**src/rtl/alu_pkg.sv**
```systemverilog
// Shared types for the ALU output stage: op-class codes and the buffered entry layout.
// The parity field exists only when ALU_OUT_PARITY_EN is defined.
package alu_pkg;

    localparam logic [1:0] OP_ARITH = 2'b00;
    localparam logic [1:0] OP_LOGIC = 2'b01;
    localparam logic [1:0] OP_CMP   = 2'b10;
    localparam logic [1:0] OP_SHIFT = 2'b11;

    // Operand width the entry layout is built for; the top refuses any other width.
    localparam int ALU_OPRND_WIDTH = 8;

    typedef struct packed {
        logic [1:0]                   op;
        logic                         flag;
        logic [2*ALU_OPRND_WIDTH-1:0] data;
`ifdef ALU_OUT_PARITY_EN
        logic                         parity;
`endif
    } alu_entry_t;

    // Even parity bit: XOR of the covered bits makes the total count of ones even.
    function automatic logic even_parity(input logic [1:0] op, input logic flag,
                                         input logic [2*ALU_OPRND_WIDTH-1:0] data);
        return ^{op, flag, data};
    endfunction

endpackage

```
**src/rtl/alu_out_fifo.sv**
```systemverilog
// Generic 2-entry synchronous FIFO with valid/ready on both sides.
// in_ready depends only on occupancy, so a full FIFO never passes data through.
module alu_out_fifo #(
    parameter int WIDTH = 16,
    parameter int DEPTH = 2
) (
    input  logic             clk,
    input  logic             rst,
    input  logic             in_valid,
    output logic             in_ready,
    input  logic [WIDTH-1:0] in_data,
    output logic             out_valid,
    input  logic             out_ready,
    output logic [WIDTH-1:0] out_data
);

    logic [DEPTH-1:0][WIDTH-1:0] mem;
    logic                        wr_ptr;
    logic                        rd_ptr;
    logic [1:0]                  count;
    logic                        push;
    logic                        pop;

    assign in_ready  = (count < 2'd2);
    assign out_valid = (count != 2'd0);
    assign out_data  = mem[rd_ptr];
    assign push      = in_valid && in_ready;
    assign pop       = out_valid && out_ready;

    always_ff @(posedge clk or posedge rst) begin
        if (rst) begin
            mem    <= '0;
            wr_ptr <= 1'b0;
            rd_ptr <= 1'b0;
            count  <= 2'd0;
        end else begin
            if (push) begin
                mem[wr_ptr] <= in_data;
                wr_ptr      <= ~wr_ptr;
            end
            if (pop)
                rd_ptr <= ~rd_ptr;
            // Push and pop together can only happen at count=1 and leave it unchanged.
            count <= count + {1'b0, push} - {1'b0, pop};
        end
    end

endmodule

```
**src/rtl/alu_out_stage.sv**
```systemverilog
// Registered ALU output stage: priority-selects the enabled unit, zero-extends and tags it,
// buffers it in a 2-entry FIFO. Define ALU_OUT_PARITY_EN to add the Out_Parity port.
module alu_out_stage
    import alu_pkg::*;
#(
    parameter int OPRND_WIDTH = 8,
    parameter int DEPTH       = 2,
    parameter int CNT_WIDTH   = 8
) (
    input  logic                     CLK,
    input  logic                     RST,
    input  logic                     Arith_Enable,
    input  logic                     Logic_Enable,
    input  logic                     CMP_Enable,
    input  logic                     Shift_Enable,
    input  logic [2*OPRND_WIDTH-1:0] Arith_Out,
    input  logic                     Arith_Carry,
    input  logic [OPRND_WIDTH-1:0]   Logic_Out,
    input  logic [OPRND_WIDTH-1:0]   CMP_Out,
    input  logic [OPRND_WIDTH-1:0]   Shift_Out,
    output logic                     In_Ready,
    output logic [2*OPRND_WIDTH-1:0] Out_Data,
    output logic [1:0]               Out_Op,
    output logic                     Out_Flag,
    output logic                     Out_Valid,
    input  logic                     Out_Ready,
`ifdef ALU_OUT_PARITY_EN
    output logic                     Out_Parity,
`endif
    output logic                     Multi_Hot_Err,
    output logic [CNT_WIDTH-1:0]     Result_Count
);

    if (OPRND_WIDTH != ALU_OPRND_WIDTH || DEPTH != 2) begin : g_bad_cfg
        $error("alu_out_stage: unsupported OPRND_WIDTH/DEPTH");
    end

    localparam logic [OPRND_WIDTH-1:0] ZEXT = '0;

    logic [3:0]  en;
    logic        any_en;
    logic        multi_hot;
    logic        pop;
    alu_entry_t  wr_entry;
    alu_entry_t  head;

    assign en        = {Arith_Enable, Logic_Enable, CMP_Enable, Shift_Enable};
    assign any_en    = |en;
    // Clearing the lowest set bit leaves something only if two or more were set.
    assign multi_hot = |(en & (en - 4'd1));

    always_comb begin
        wr_entry = '0;
        if (Arith_Enable) begin
            wr_entry.op   = OP_ARITH;
            wr_entry.flag = Arith_Carry;
            wr_entry.data = Arith_Out;
        end else if (Logic_Enable) begin
            wr_entry.op   = OP_LOGIC;
            wr_entry.data = {ZEXT, Logic_Out};
        end else if (CMP_Enable) begin
            wr_entry.op   = OP_CMP;
            wr_entry.data = {ZEXT, CMP_Out};
        end else if (Shift_Enable) begin
            wr_entry.op   = OP_SHIFT;
            wr_entry.data = {ZEXT, Shift_Out};
        end
`ifdef ALU_OUT_PARITY_EN
        wr_entry.parity = even_parity(wr_entry.op, wr_entry.flag, wr_entry.data);
`endif
    end

    alu_out_fifo #(
        .WIDTH ($bits(alu_entry_t)),
        .DEPTH (DEPTH)
    ) u_fifo (
        .clk       (CLK),
        .rst       (RST),
        .in_valid  (any_en),
        .in_ready  (In_Ready),
        .in_data   (wr_entry),
        .out_valid (Out_Valid),
        .out_ready (Out_Ready),
        .out_data  (head)
    );

    assign Out_Data = head.data;
    assign Out_Op   = head.op;
    assign Out_Flag = head.flag;
`ifdef ALU_OUT_PARITY_EN
    assign Out_Parity = head.parity;
`endif

    assign pop = Out_Valid && Out_Ready;

    // Multi-hot is flagged whenever it is seen, accepted or not.
    always_ff @(posedge CLK or posedge RST) begin
        if (RST) begin
            Multi_Hot_Err <= 1'b0;
            Result_Count  <= '0;
        end else begin
            if (multi_hot)
                Multi_Hot_Err <= 1'b1;
            if (pop)
                Result_Count <= Result_Count + 1'b1;
        end
    end

endmodule

```
**config.mk**
```make
export PLATFORM = sky130hd
export DESIGN_NAME = alu_out_stage
export DESIGN_NICKNAME = d
export VERILOG_FILES = /design/src/rtl/alu_pkg.sv /design/src/rtl/alu_out_fifo.sv /design/src/rtl/alu_out_stage.sv
export SDC_FILE = /design/constraint.sdc
export NUM_CORES = 1
export LEC_CHECK = 0
export BUFFER_PORTS_ARGS = -buffer_cell sky130_fd_sc_hd__buf_2
export CELL_PAD_IN_SITES_DETAIL_PLACEMENT = 1
export CELL_PAD_IN_SITES_GLOBAL_PLACEMENT = 1
export CORE_MARGIN = 4
export CORE_UTILIZATION = 40
export CTS_CLUSTER_DIAMETER = 60
export DETAILED_ROUTE_END_ITERATION = 7
export PLACE_DENSITY = 0.88
export SLEW_MARGIN = 20
export SYNTH_ARGS = -nofsm -noshare
export SYNTH_HDL_FRONTEND = slang
export SYNTH_SLANG_ARGS = --single-unit
```
**constraint.sdc**
```tcl
create_clock -name CLK -period 2.15 [get_ports CLK]
set_input_delay 0.215 -clock CLK [delete_from_list [all_inputs] [get_ports CLK]]
set_output_delay 0.215 -clock CLK [all_outputs]
set_load 0.01 [all_outputs]
```
==> results by stage, run 1 <==
Finish:
- The finished cells cover approximately 0.0032 sq mm.
- Leaving out fill and tap cells, the most frequent cells in the layout are buf_2 (77), dfrtp_1 (51), o31ai_1 (32), mux2_2 (31), buf_4 (11).
- The number of antenna diodes is 0.
- The area growth from synthesis to layout is 20.9%.
- In the final design database the tool counted around 350 nets.
- The count of fill cells added during filler insertion is 706.
- The final non-filler cell total is between 300 and 400.
- The most frequent standard cell in the layout excluding fill and tap cells is buf_2.
- The post-route netlist has between 40% and 50% of its cells at a drive strength greater than 1.
- The post-layout utilization of the core is between 50% and 60%.

Clock tree:
- Clock-pin slew was measured on the worst setup and hold paths at 90 ps.
- The clock tree from TritonCTS is yes.
- Buffers inserted to repair hold after CTS numbered 0.
- Counting the buffers created by CTS gives 5.
- The number of H-tree levels is 2.
- The sink count of the clock tree is 51.
- Clock tree synthesis selected as its root buffer the cell clkbuf_8.
- The maximum buffer depth of the clock tree is 2.
- The clock reaches the later pin of the worst-skew pair after ~300 ps.
- The count of buffers added by post-CTS timing repair for setup is 0.
- The post-cts sizing count is 0.

Route:
- The number of nets still failing antenna checks after routing is 0.
- The detailed-routing iteration count for the pre-antenna-repair pass is 4.
- The mean number of vias per cell is 5.61.
- Summed over all layers, the routed wires come to 6970 microns.
- In the routed design, unresolved DRC markers number 0.
- The routed layout has roughly 2100 vias.
- After the first detailed-routing iteration, the DRC count stood at 59.
- The final routed wire length divided by cell count is 18.6 microns.

Critical path:
- Setup slack on the worst reg-to-reg path comes out at roughly 280 ps.
- STA classifies the critical path startpoint as a flop.
- The largest driver fanout on the critical path is 11.
- The kind of end point of the critical path is a flop.
- The critical register-to-register path endpoint is u_fifo.mem[29].
- Data arrives at the worst endpoint at 2060 ps.
- The worst reg2reg path depth is 2.
- The critical path required time is between 2000 and 2500 ps.
- The critical path starts at u_fifo.count[1].
- In this run the critical register-to-register path is launched from u_fifo.count[1].
- The worst setup path is of the reg -> reg kind.

Logic synthesis:
- Counting flops and latches in the post-synthesis netlist gives 51.
- The count of warnings emitted by yosys is 0.
- The sequential-to-total area share from yosys stat is 48.2%.
- The post-synthesis cell area is 0.00265 sq mm.
- The average size of a mapped cell is approximately 12 sq um.
- The gate count after technology mapping is roughly 220.
- The number of nets handed over by synthesis was 270.
- The count of distinct cell types in the synthesized netlist is 36.

Floorplanning:
- In this run the horizontal extent of the chip is slightly below 90 microns.
- The initial standard-cell utilization of the core is between 40 and 50%.
- The die height is 89.3 microns.
- The die covers 0.00798 sq mm.
- The I/O pin count is between 70 and 80.
- The floorplan has 29 rows.
- The standard cell core area is between 0.006 and 0.007 sq mm.

Placement:
- The count of input and output buffers is 77.
- The number of cells after detailed placement is 367.
- The half-perimeter wire length of the detailed placement result is just over 5000 microns.
- The placed cell area is approximately 0.0031 sq mm.
- At the end of routability-driven placement, the weighted congestion stood at 0.791.
- The post-placement worst setup slack is 288 ps.

STA:
- The worst setup slack after layout is ~280 ps.
- The number of slew-limit violations in the final report is 0.
- The final-report hold violation count is 0.
- In this run the tightest slew margin relative to its limit is approximately two fifths.
- Setup repair after global routing left no endpoint under its margin.
- In the finished design, the share of the clock period the worst path needs comes to 86.7%.
- The transition time at the pin with the least slew margin is 916 ps.
- Across the routed clock network, the largest skew measured is around 7.8 ps.
- Setup total negative slack on the finished layout was measured at 0 ps.
- The final setup violation count is 0.
- Across all hold checks on the routed design, the worst slack comes to about 11 ps.
- The achievable frequency is 536 MHz.
- After layout, the minimum clock period comes to 1870 ps.

Power:
- The internal power of the cells totals between 2 and 3 mW.
- The share of total power dissipated in combinational logic is 49.5%.
- The clock network burns between 10% and 20% of the power.
- The net switching power is approximately 1.7 mW.
- Summing internal, switching and leakage power gives ~4.4 mW.
- VDD sags by at most between 500 and 600 uV.
- The analysis attributes to cell leakage a power of approximately 1.6 nW.
- Net switching is around two fifths of the power.
- The total power per unit cell area is approximately 1400 mW/mm^2.
- Sequential cells burn 38.2% of the power.

Global route:
- The wire length of the first global-routing pass is roughly 11000 microns.
- The global route total overflow is 0.
- The via count of the first global-routing pass came to between 2000 and 2500.
- Entering global routing, the biggest net connects 34 pins.
- Global routing used roughly 17% of the available tracks across all layers.
- The number of antenna violations at the first check in global routing is 0.

Outcome:
- The flow ran to the end, and the final reports show no timing, DRC or antenna violations.

Worst hold path:
- The class of the tightest hold or removal check is in -> async.

Job:
- The number of maximum-capacitance violations is 0.
-- cell families (layout without fill, tap and decap cells) --
family | count (synthesis) | count (layout) | synth area share, %
compound gates | 54 | 54 | 15.2
simple gates | 36 | 36 | 8.23
fa+ha+maj | 3 | 3 | 1.42
flops | 51 | 51 | 48.2
xor+xnor | 10 | 10 | 3.31
buf+inv | 24 | 102 | 4.73
mux | 41 | 41 | 18.9
-- metal layers --
| layer | up-vias | GRT usage (%) | wire [microns] |
|---|---|---|---|
| met5 | - | 0 | 0 |
| met4 | 0 | 3.65 | 81 |
| met3 | 7 | 3.23 | 316 |
| met2 | 55 | 29.8 | 3550 |
| met1 | 1064 | 23.2 | 3020 |
| li1 | 973 | - | - |
-- area by class of cell --
type                    count  area (sq um)  share of cell area (%)
clock buffers               5          68.8                    2.15
flip-flops and latches     51          1280                    39.9
well taps                  77          96.3                    3.01
multi-input cells         144          1250                    39.0
repair buffers             88           468                    14.6
clock inverters             2          13.8                   0.430
inverters                   7          26.3                   0.822
-- worst max-delay path by stage --
| stage | endpoint | cells past startpoint |
|---|---|---|
| after floorplan | u_fifo.count[1] | 8 |
| after global placement | u_fifo.mem[27] | 4 |
| after detailed placement | u_fifo.mem[29] | 2 |
| after CTS | u_fifo.mem[29] | 2 |
| after global routing | u_fifo.mem[29] | 2 |
| final | u_fifo.mem[29] | 2 |
-- synthesized netlist by cell type (all sizes together) --
master   n  area (sq um)
a21oi    1          5.00
a221oi   8          70.1
and2     9          56.3
and3     1          6.26
buf      8          65.1
clkbuf   9          33.8
clkinv   1          3.75
dfrtp   51          1280
ha       3          37.5
inv      6          22.5
mux2    41           499
nand2    7          26.3
nand3    1          5.00
nand4    3          18.8
nor2     4          15.0
nor2b    1          6.26
nor3     5          36.3
nor4     1          21.3
o21a     2          15.0
o21ai    2          13.8
o21bai   1          7.51
o22ai    8          50.1
o31ai   32           240
or2      1          6.26
or2b     1          7.51
or3      2          12.5
xnor2    7          61.3
xor2     3          26.3
-- worst max-delay path, stage by stage, from the launching register on --
cell	delay, ps
dfrtp_1	520
nor3_2	810
mux2_2	430
-- power groups by stage --
stage / Sequential, mW / Combinational (mW) / Clock [mW]
2_1_floorplan: 1.61 / 1.57 / 0
3_3_place_gp: 1.67 / 2.10 / 0
3_5_place_dp: 1.69 / 2.18 / 0
4_1_cts: 1.67 / 2.21 / 0.551
5_1_grt: 1.73 / 2.37 / 0.579
6_report: 1.67 / 2.17 / 0.539
-- sequential cells by signal, summed over array words and instances (netlist names) --
| signal | count |
|---|---|
| u_fifo.rd_ptr | 1 |
| u_fifo.mem | 38 |
| Result_Count | 8 |
| u_fifo.wr_ptr | 1 |
| u_fifo.count | 2 |
| Multi_Hot_Err | 1 |
Note: power is estimated with default switching activity, not from simulation.
==> inputs of run 2 (changes only) <==
--- a/config.mk
+++ b/config.mk
@@ -13,6 +13,7 @@
 export CTS_CLUSTER_DIAMETER = 60
 export DETAILED_ROUTE_END_ITERATION = 7
 export PLACE_DENSITY = 0.88
+export RECOVER_POWER = 25
 export SLEW_MARGIN = 20
 export SYNTH_ARGS = -nofsm -noshare
 export SYNTH_HDL_FRONTEND = slang
==> results by stage, run 2 (synthesized netlist as in run 1, its figures left out) <==
STA:
- The final setup violation count is 0 (unchanged).
- RSZ-0062 raised after global routing: false (unchanged).
- The part of the cycle the worst path needs is 86.8% (was 86.7%).
- The achievable frequency is 536 MHz (about the same).
- The remaining max-slew budget at the tightest pin is 14.8% (was 38.6%).
- The clock tree skew after final layout was 8.50 ps (was 7.76 ps).
- The worst setup slack after layout came to 283 ps (was 285 ps).
- The worst hold slack came to 249 ps (was 11.5 ps).
- The transition time at the pin with the least slew margin is 1280 ps (was 916 ps).
- The shortest period the worst path allows is 1870 ps (about the same).
- The setup TNS is 0 ps (unchanged).
- The number of slew-limit violations in the final report was 0 (unchanged).
- The final-report hold violation count is 0 (unchanged).

Finish:
- The count of fill cells added during filler insertion is 707 (was 706).
- The post-route cell area is 0.00319 sq mm (was 0.00320 sq mm).
- The register area is 0.00128 sq mm (unchanged).
- The final non-filler cell total is 374 (unchanged).
- The number of flip-flops in the largest register is 38 (unchanged).
- The number of nets in the layout is 348 (unchanged).
- The post-layout utilization of the core is 50.0% (was 50.1%).
- The share of post-route cells with drive strength above 1 is 47.5% (was 48.1%).
- The largest register by flop count is u_fifo.mem (unchanged).
- Leading cell types in the layout, fill and taps excluded: buf_2 (77), dfrtp_1 (51), o31ai_1 (32), mux2_2 (31) (was buf_2 (77), dfrtp_1 (51), o31ai_1 (32), mux2_2 (31), buf_4 (11)).
- The number of antenna diodes is 0 (unchanged).
- The area taken by multi-input logic gates came to 0.00125 sq mm (unchanged).
- Biggest regs: u_fifo.mem: 38 flops, Result_Count: 8 flops, u_fifo.count: 2 flops (unchanged).
- The layout-stage area growth over the synthesis result is 20.8% (was 20.9%).
- The most frequent standard cell in the layout excluding fill and tap cells was buf_2 (unchanged).

Global route:
- The pin count of the biggest net entering global routing came to 34 (unchanged).
- The via count of the first global-routing pass was 2090 (unchanged).
- The number of antenna violations at the first check in global routing is 0 (unchanged).
- The total global routing track utilization came to 17.4% (unchanged).
- The wire length of the first global-routing pass is 10700 microns (unchanged).
- The global route total overflow is 0 (unchanged).

Critical path:
- The category of the most critical setup path was reg -> reg (unchanged).
- The cell at the slowest stage of the critical path is nor3_2 (unchanged).
- The critical path launch point type is a flop (unchanged).
- The signal arrival time at the worst endpoint was 2060 ps (about the same).
- The number of buffers and inverters on the critical path is 0 (unchanged).
- The kind of end point of the critical path is a flop (unchanged).
- The critical path required time came to 2340 ps (about the same).
- The cell type group with the largest total delay on the critical path is simple AND/OR/NAND/NOR gates (unchanged).
- Cells along the critical path: nor3_2 -> mux2_2 (unchanged).
- The largest driver fanout on the critical path is 11 (unchanged).
- The delay of the slowest cell on the worst path was 810 ps (about the same).

Power:
- The overall power consumption is 4.39 mW (about the same).
- The total power per unit cell area came to 1370 mW/mm^2 (about the same).
- The worst voltage drop across the vdd grid is 552 uV (about the same).
- The leakage component of the power is 1.55 nW (about the same).

Clock tree:
- The clock latency on the worst-skew pair came to 300 ps (about the same).
- The maximum buffer depth of the clock tree was 2 (unchanged).
- The clock slew at the register clock pins of the worst setup and hold paths is 90 ps (about the same).
- The post-cts sizing count is 0 (unchanged).
- The clock tree from TritonCTS is yes (unchanged).
- The total clock buffers created by CTS was 5 (unchanged).
- The number of hold buffers added after CTS was 0 (unchanged).
- The root buffer selected by CTS is clkbuf_8 (unchanged).
- The number of H-tree levels is 2 (unchanged).
- The sink count of the clock tree came to 51 (unchanged).
- The count of buffers added by post-CTS timing repair for setup is 0 (unchanged).

Route:
- The mean number of vias per cell is 5.60 (was 5.61).
- The total wirelength of the detailed-routed design is 6990 microns (was 6970 microns).
- The final routed wire length divided by cell count is 18.7 microns (was 18.6 microns).
- The total number of vias is 2095 (was 2099).
- The detailed-routing iteration count for the pre-antenna-repair pass is 4 (unchanged).
- The number of nets still failing antenna checks after routing was 0 (unchanged).
- The number of DRC markers in iteration 0 is 50 (was 59).
- The residual DRC count is 0 (unchanged).

Worst hold path:
- The class of the tightest hold or removal check is in -> async (unchanged).

Placement:
- The placed cell area was 0.00312 sq mm (unchanged).
- The global placement routability congestion is 0.791 (unchanged).
- The number of cells after detailed placement was 367 (unchanged).
- The half-perimeter wire length of the detailed placement result is 5080 microns (unchanged).
- The count of input and output buffers is 77 (unchanged).
- The post-placement worst setup slack is 288 ps (unchanged).

Job:
- The number of maximum-capacitance violations was 0 (unchanged).

Floorplanning:
- The number of standard-cell rows in the floorplan came to 29 (unchanged).
- The area of the die is 0.00798 sq mm (unchanged).
- The die span in x came to 89.3 microns (unchanged).
- The initial standard-cell utilization of the core was 41.4% (unchanged).
- The I/O pin count was 78 (unchanged).
- The standard cell core area was 0.00639 sq mm (unchanged).
- The die height is 89.3 microns (unchanged).

Outcome:
- Outcome: finished, final reports clean (unchanged).
## run 2: cell types whose count changed in the layout (fill, tap and decap cells not counted), sizes merged
cell,previous run,this run
buf,88,87
clkbuf,5,6
## run 2: area by class of cell
type,instances,share of cell area [%]
flip-flops and latches,51,40.0
multi-input cells,144,39.1
repair buffers,88,14.5
well taps,77,3.02
clock buffers,5,2.15
inverters,7,0.823
clock inverters,2,0.431
## run 2: where the power goes
part	leakage (nW)	total [mW]	switching [mW]	internal, mW
Sequential	0.636	1.68	0.296	1.38
Clock	0.0440	0.538	0.314	0.223
Combinational	0.870	2.18	1.07	1.10
## run 2: worst paths after layout
check	start	endpoint	slack (ps)	depth (start not counted)
setup / recovery	u_fifo.count[1]	u_fifo.mem[29]	280	2
hold / removal	RST	u_fifo.mem[1]	250	2
setup reg to reg	u_fifo.count[1]	u_fifo.mem[29]	280	2
hold reg to reg	Result_Count[7]	Result_Count[7]	480	1
max in group asynchronous	RST	u_fifo.mem[2]	860	3
min in group CLK	Shift_Enable	Multi_Hot_Err	270	3
## run 2: per-layer routing
layer  vias up  global-route usage (%)  part of all wire (%)
li1        972                       -                     -
met1      1066                    23.2                    44
met2        50                    29.8                    50
met3         7                    3.23                   4.7
met4         0                    3.65                   1.2
met5         -                       0                     0
==> inputs of run 3 (changes only) <==
--- a/config.mk
+++ b/config.mk
@@ -6,13 +6,11 @@
 export NUM_CORES = 1
 export LEC_CHECK = 0
 export BUFFER_PORTS_ARGS = -buffer_cell sky130_fd_sc_hd__buf_2
-export CELL_PAD_IN_SITES_DETAIL_PLACEMENT = 1
-export CELL_PAD_IN_SITES_GLOBAL_PLACEMENT = 1
 export CORE_MARGIN = 4
-export CORE_UTILIZATION = 40
+export CORE_UTILIZATION = 52
 export CTS_CLUSTER_DIAMETER = 60
 export DETAILED_ROUTE_END_ITERATION = 7
-export PLACE_DENSITY = 0.88
+export PLACE_DENSITY = 0.89
 export RECOVER_POWER = 25
 export SLEW_MARGIN = 20
 export SYNTH_ARGS = -nofsm -noshare
==> constraint.sdc (replaced) <==
create_clock -name CLK -period 2.15 [get_ports CLK]
set_input_delay 0.3225 -clock CLK [delete_from_list [all_inputs] [get_ports CLK]]
set_output_delay 0.3225 -clock CLK [all_outputs]
set_load 0.01 [all_outputs]
==> results by stage, run 3 (synthesized netlist as in run 1, its figures left out) <==
Clock tree:
- The maximum buffer depth of the clock tree was 2 (unchanged).
- The post-cts sizing count is 0 (unchanged).
- The clock latency on the worst-skew pair is 310 ps (was 300 ps).
- The sink count of the clock tree was 51 (unchanged).
- The count of buffers added by post-CTS timing repair for setup was 0 (unchanged).
- The clock slew at the register clock pins of the worst setup and hold paths was 90 ps (about the same).
- The root buffer selected by CTS is clkbuf_8 (unchanged).
- The number of H-tree levels is 2 (unchanged).
- The clock tree from TritonCTS is yes (unchanged).
- The total clock buffers created by CTS is 5 (unchanged).
- The number of hold buffers added after CTS is 0 (unchanged).

Finish:
- The number of flip-flops in the largest register came to 38 (unchanged).
- Biggest regs: u_fifo.mem: 38 flops, Result_Count: 8 flops, u_fifo.count: 2 flops (unchanged).
- The most frequent standard cell in the layout excluding fill and tap cells was buf_2 (unchanged).
- The number of antenna diodes is 0 (unchanged).
- Leading cell types in the layout, fill and taps excluded: buf_2 (77), dfrtp_1 (51), o31ai_1 (32), mux2_2 (31), mux2_4 (10) (was buf_2 (77), dfrtp_1 (51), o31ai_1 (32), mux2_2 (31)).
- The number of nets in the layout came to 345 (was 348).
- The share of post-route cells with drive strength above 1 is 47.1% (was 47.5%).
- The post-route cell area is 0.00318 sq mm (was 0.00319 sq mm).
- The layout-stage area growth over the synthesis result is 20.2% (was 20.8%).
- The largest register by flop count is u_fifo.mem (unchanged).

Critical path:
- The number of buffers and inverters on the critical path is 2 (was 0).
- The critical path required time is 1830 ps (was 2340 ps).
- The setup slack of the worst register-to-register path was 390 ps (was 280 ps).
- Cells along the critical path: buf_4 -> mux2_2 -> buf_2 (was nor3_2 -> mux2_2).
- The cell at the slowest stage of the critical path is mux2_2 (was nor3_2).
- The delay of the slowest cell on the worst path is 390 ps (was 810 ps).
- The critical path launch point type is a flop (unchanged).
- The largest driver fanout on the critical path is 19 (was 11).
- The cell type group with the largest total delay on the critical path is buffers and inverters (was simple AND/OR/NAND/NOR gates).
- The signal arrival time at the worst endpoint is 1510 ps (was 2060 ps).
- The worst reg2reg path depth came to 3 (was 2).
- The critical register-to-register path endpoint is u_fifo.mem[23] (was u_fifo.mem[29]).
- The startpoint of the lowest-slack register-to-register path is u_fifo.count[1] (unchanged).
- The kind of end point of the critical path is an output pin (was flop).
- The category of the most critical setup path is reg -> out (was reg -> reg).

Global route:
- The via count of the first global-routing pass is 2258 (was 2090).
- The pin count of the biggest net entering global routing was 21 (was 34).
- The global route total overflow is 0 (unchanged).
- The wire length of the first global-routing pass was 10600 microns (was 10700 microns).
- The number of antenna violations at the first check in global routing was 0 (unchanged).
- The total global routing track utilization is 21.6% (was 17.4%).

STA:
- The final-report hold violation count is 0 (unchanged).
- The worst hold slack came to 138 ps (was 249 ps).
- The final setup violation count is 0 (unchanged).
- The worst setup slack after layout was 314 ps (was 283 ps).
- The remaining max-slew budget at the tightest pin is 47.1% (was 14.8%).
- The achievable frequency came to 545 MHz (was 536 MHz).
- The setup TNS is 0 ps (unchanged).
- The transition time at the pin with the least slew margin is 793 ps (was 1280 ps).
- RSZ-0062 raised after global routing: false (unchanged).
- The shortest period the worst path allows is 1840 ps (was 1870 ps).
- The part of the cycle the worst path needs is 85.4% (was 86.8%).
- The clock tree skew after final layout is 6.13 ps (was 8.50 ps).
- The number of slew-limit violations in the final report came to 0 (unchanged).

Power:
- The clock power share is 13.8% (was 12.2%).
- The net switching power is 1.64 mW (was 1.68 mW).
- The cell-internal power is 2.76 mW (was 2.71 mW).
- The leakage component of the power is 1.54 nW (was 1.55 nW).
- The switching part of the total power is 37.3% (was 38.3%).
- The worst voltage drop across the vdd grid is 719 uV (was 552 uV).
- The total power per unit cell area is 1380 mW/mm^2 (was 1370 mW/mm^2).
- The sequential fraction of design power is 38.7% (was 38.2%).
- The portion of total power attributed to combinational logic is 47.5% (was 49.6%).

Floorplanning:
- The I/O pin count is 78 (unchanged).
- The standard cell core area is 0.00482 sq mm (was 0.00639 sq mm).
- The number of standard-cell rows in the floorplan is 25 (was 29).
- The area of the die is 0.00629 sq mm (was 0.00798 sq mm).
- The initial standard-cell utilization of the core is 54.9% (was 41.4%).
- The die span in x is 79.3 microns (was 89.3 microns).
- The die height was 79.3 microns (was 89.3 microns).

Route:
- The final routed wire length divided by cell count is 17.2 microns (was 18.7 microns).
- The total wirelength of the detailed-routed design is 6240 microns (was 6990 microns).
- The detailed-routing iteration count for the pre-antenna-repair pass is 4 (unchanged).
- The total number of vias was 2072 (was 2095).
- The residual DRC count is 0 (unchanged).
- The number of nets still failing antenna checks after routing is 0 (unchanged).
- The mean number of vias per cell is 5.72 (was 5.60).
- The number of DRC markers in iteration 0 is 105 (was 50).

Placement:
- The post-placement worst setup slack is 348 ps (was 288 ps).
- The half-perimeter wire length of the detailed placement result is 4490 microns (was 5080 microns).
- The global placement routability congestion was 0.863 (was 0.791).
- The count of input and output buffers is 77 (unchanged).
- The placed cell area was 0.00308 sq mm (was 0.00312 sq mm).

Job:
- The number of maximum-capacitance violations was 0 (unchanged).

Worst hold path:
- The class of the tightest hold or removal check is in -> async (unchanged).

Outcome:
- Outcome: finished, final reports clean (unchanged).
==> run 3: cell types whose count changed in the layout (fill, tap and decap cells not counted) <==
cell / change
clkinv_2: -1
buf_4: -3
clkinvlp_4: +1
clkbuf_8: +2
clkinv_4: -1
==> run 3: area by class of cell <==
class                           count  area [sq um]
Clock inverter                      1          7.51
Timing Repair Buffer               85           442
Inverter                            7          26.3
Multi-Input combinational cell    144          1250
Sequential cell                    51          1280
Fill cell                         385          1640
Clock buffer                        7          96.3
Tap cell                           67          83.8
==> run 3: metrics by stage <==
step	utilization, %	cells	total power [mW]
finish	66.0	362	4.40
global route	66.0	362	4.72
CTS	66.1	362	4.43
detailed placement	63.9	354	3.81
global placement	63.9	354	3.72
floorplan	-	219	3.17
==> run 3: worst max-delay path by stage <==
stage                     from         endpoint  slack [ps]  cells after the start
3_5_place_dp        CMP_Enable   u_fifo.mem[18]         350                      4
5_1_grt          u_fifo.rd_ptr        Out_Op[1]         240                      3
3_3_place_gp        CMP_Enable   u_fifo.mem[18]         410                      4
6_report         u_fifo.rd_ptr        Out_Op[1]         310                      3
4_1_cts          u_fifo.rd_ptr        Out_Op[1]         290                      3
2_1_floorplan  u_fifo.count[1]  u_fifo.count[1]         390                      8
==> run 3: power groups by stage <==
| stage | Combinational (mW) | Sequential, mW | Clock, mW |
|---|---|---|---|
| floorplan | 1.57 | 1.61 | 0 |
| global placement | 2.04 | 1.68 | 0 |
| detailed placement | 2.10 | 1.71 | 0 |
| CTS | 2.11 | 1.70 | 0.624 |
| global route | 2.29 | 1.77 | 0.658 |
| finish | 2.09 | 1.70 | 0.606 |
==> run 3: routing by layer <==
layer | part of all wire, % | track usage (%) | vias to the layer above
met5 | 0 | 0 | -
met4 | 2.0 | 10.1 | 0
met3 | 5.7 | 4.20 | 14
met2 | 51 | 36.5 | 72
met1 | 42 | 26.4 | 1016
li1 | - | - | 970
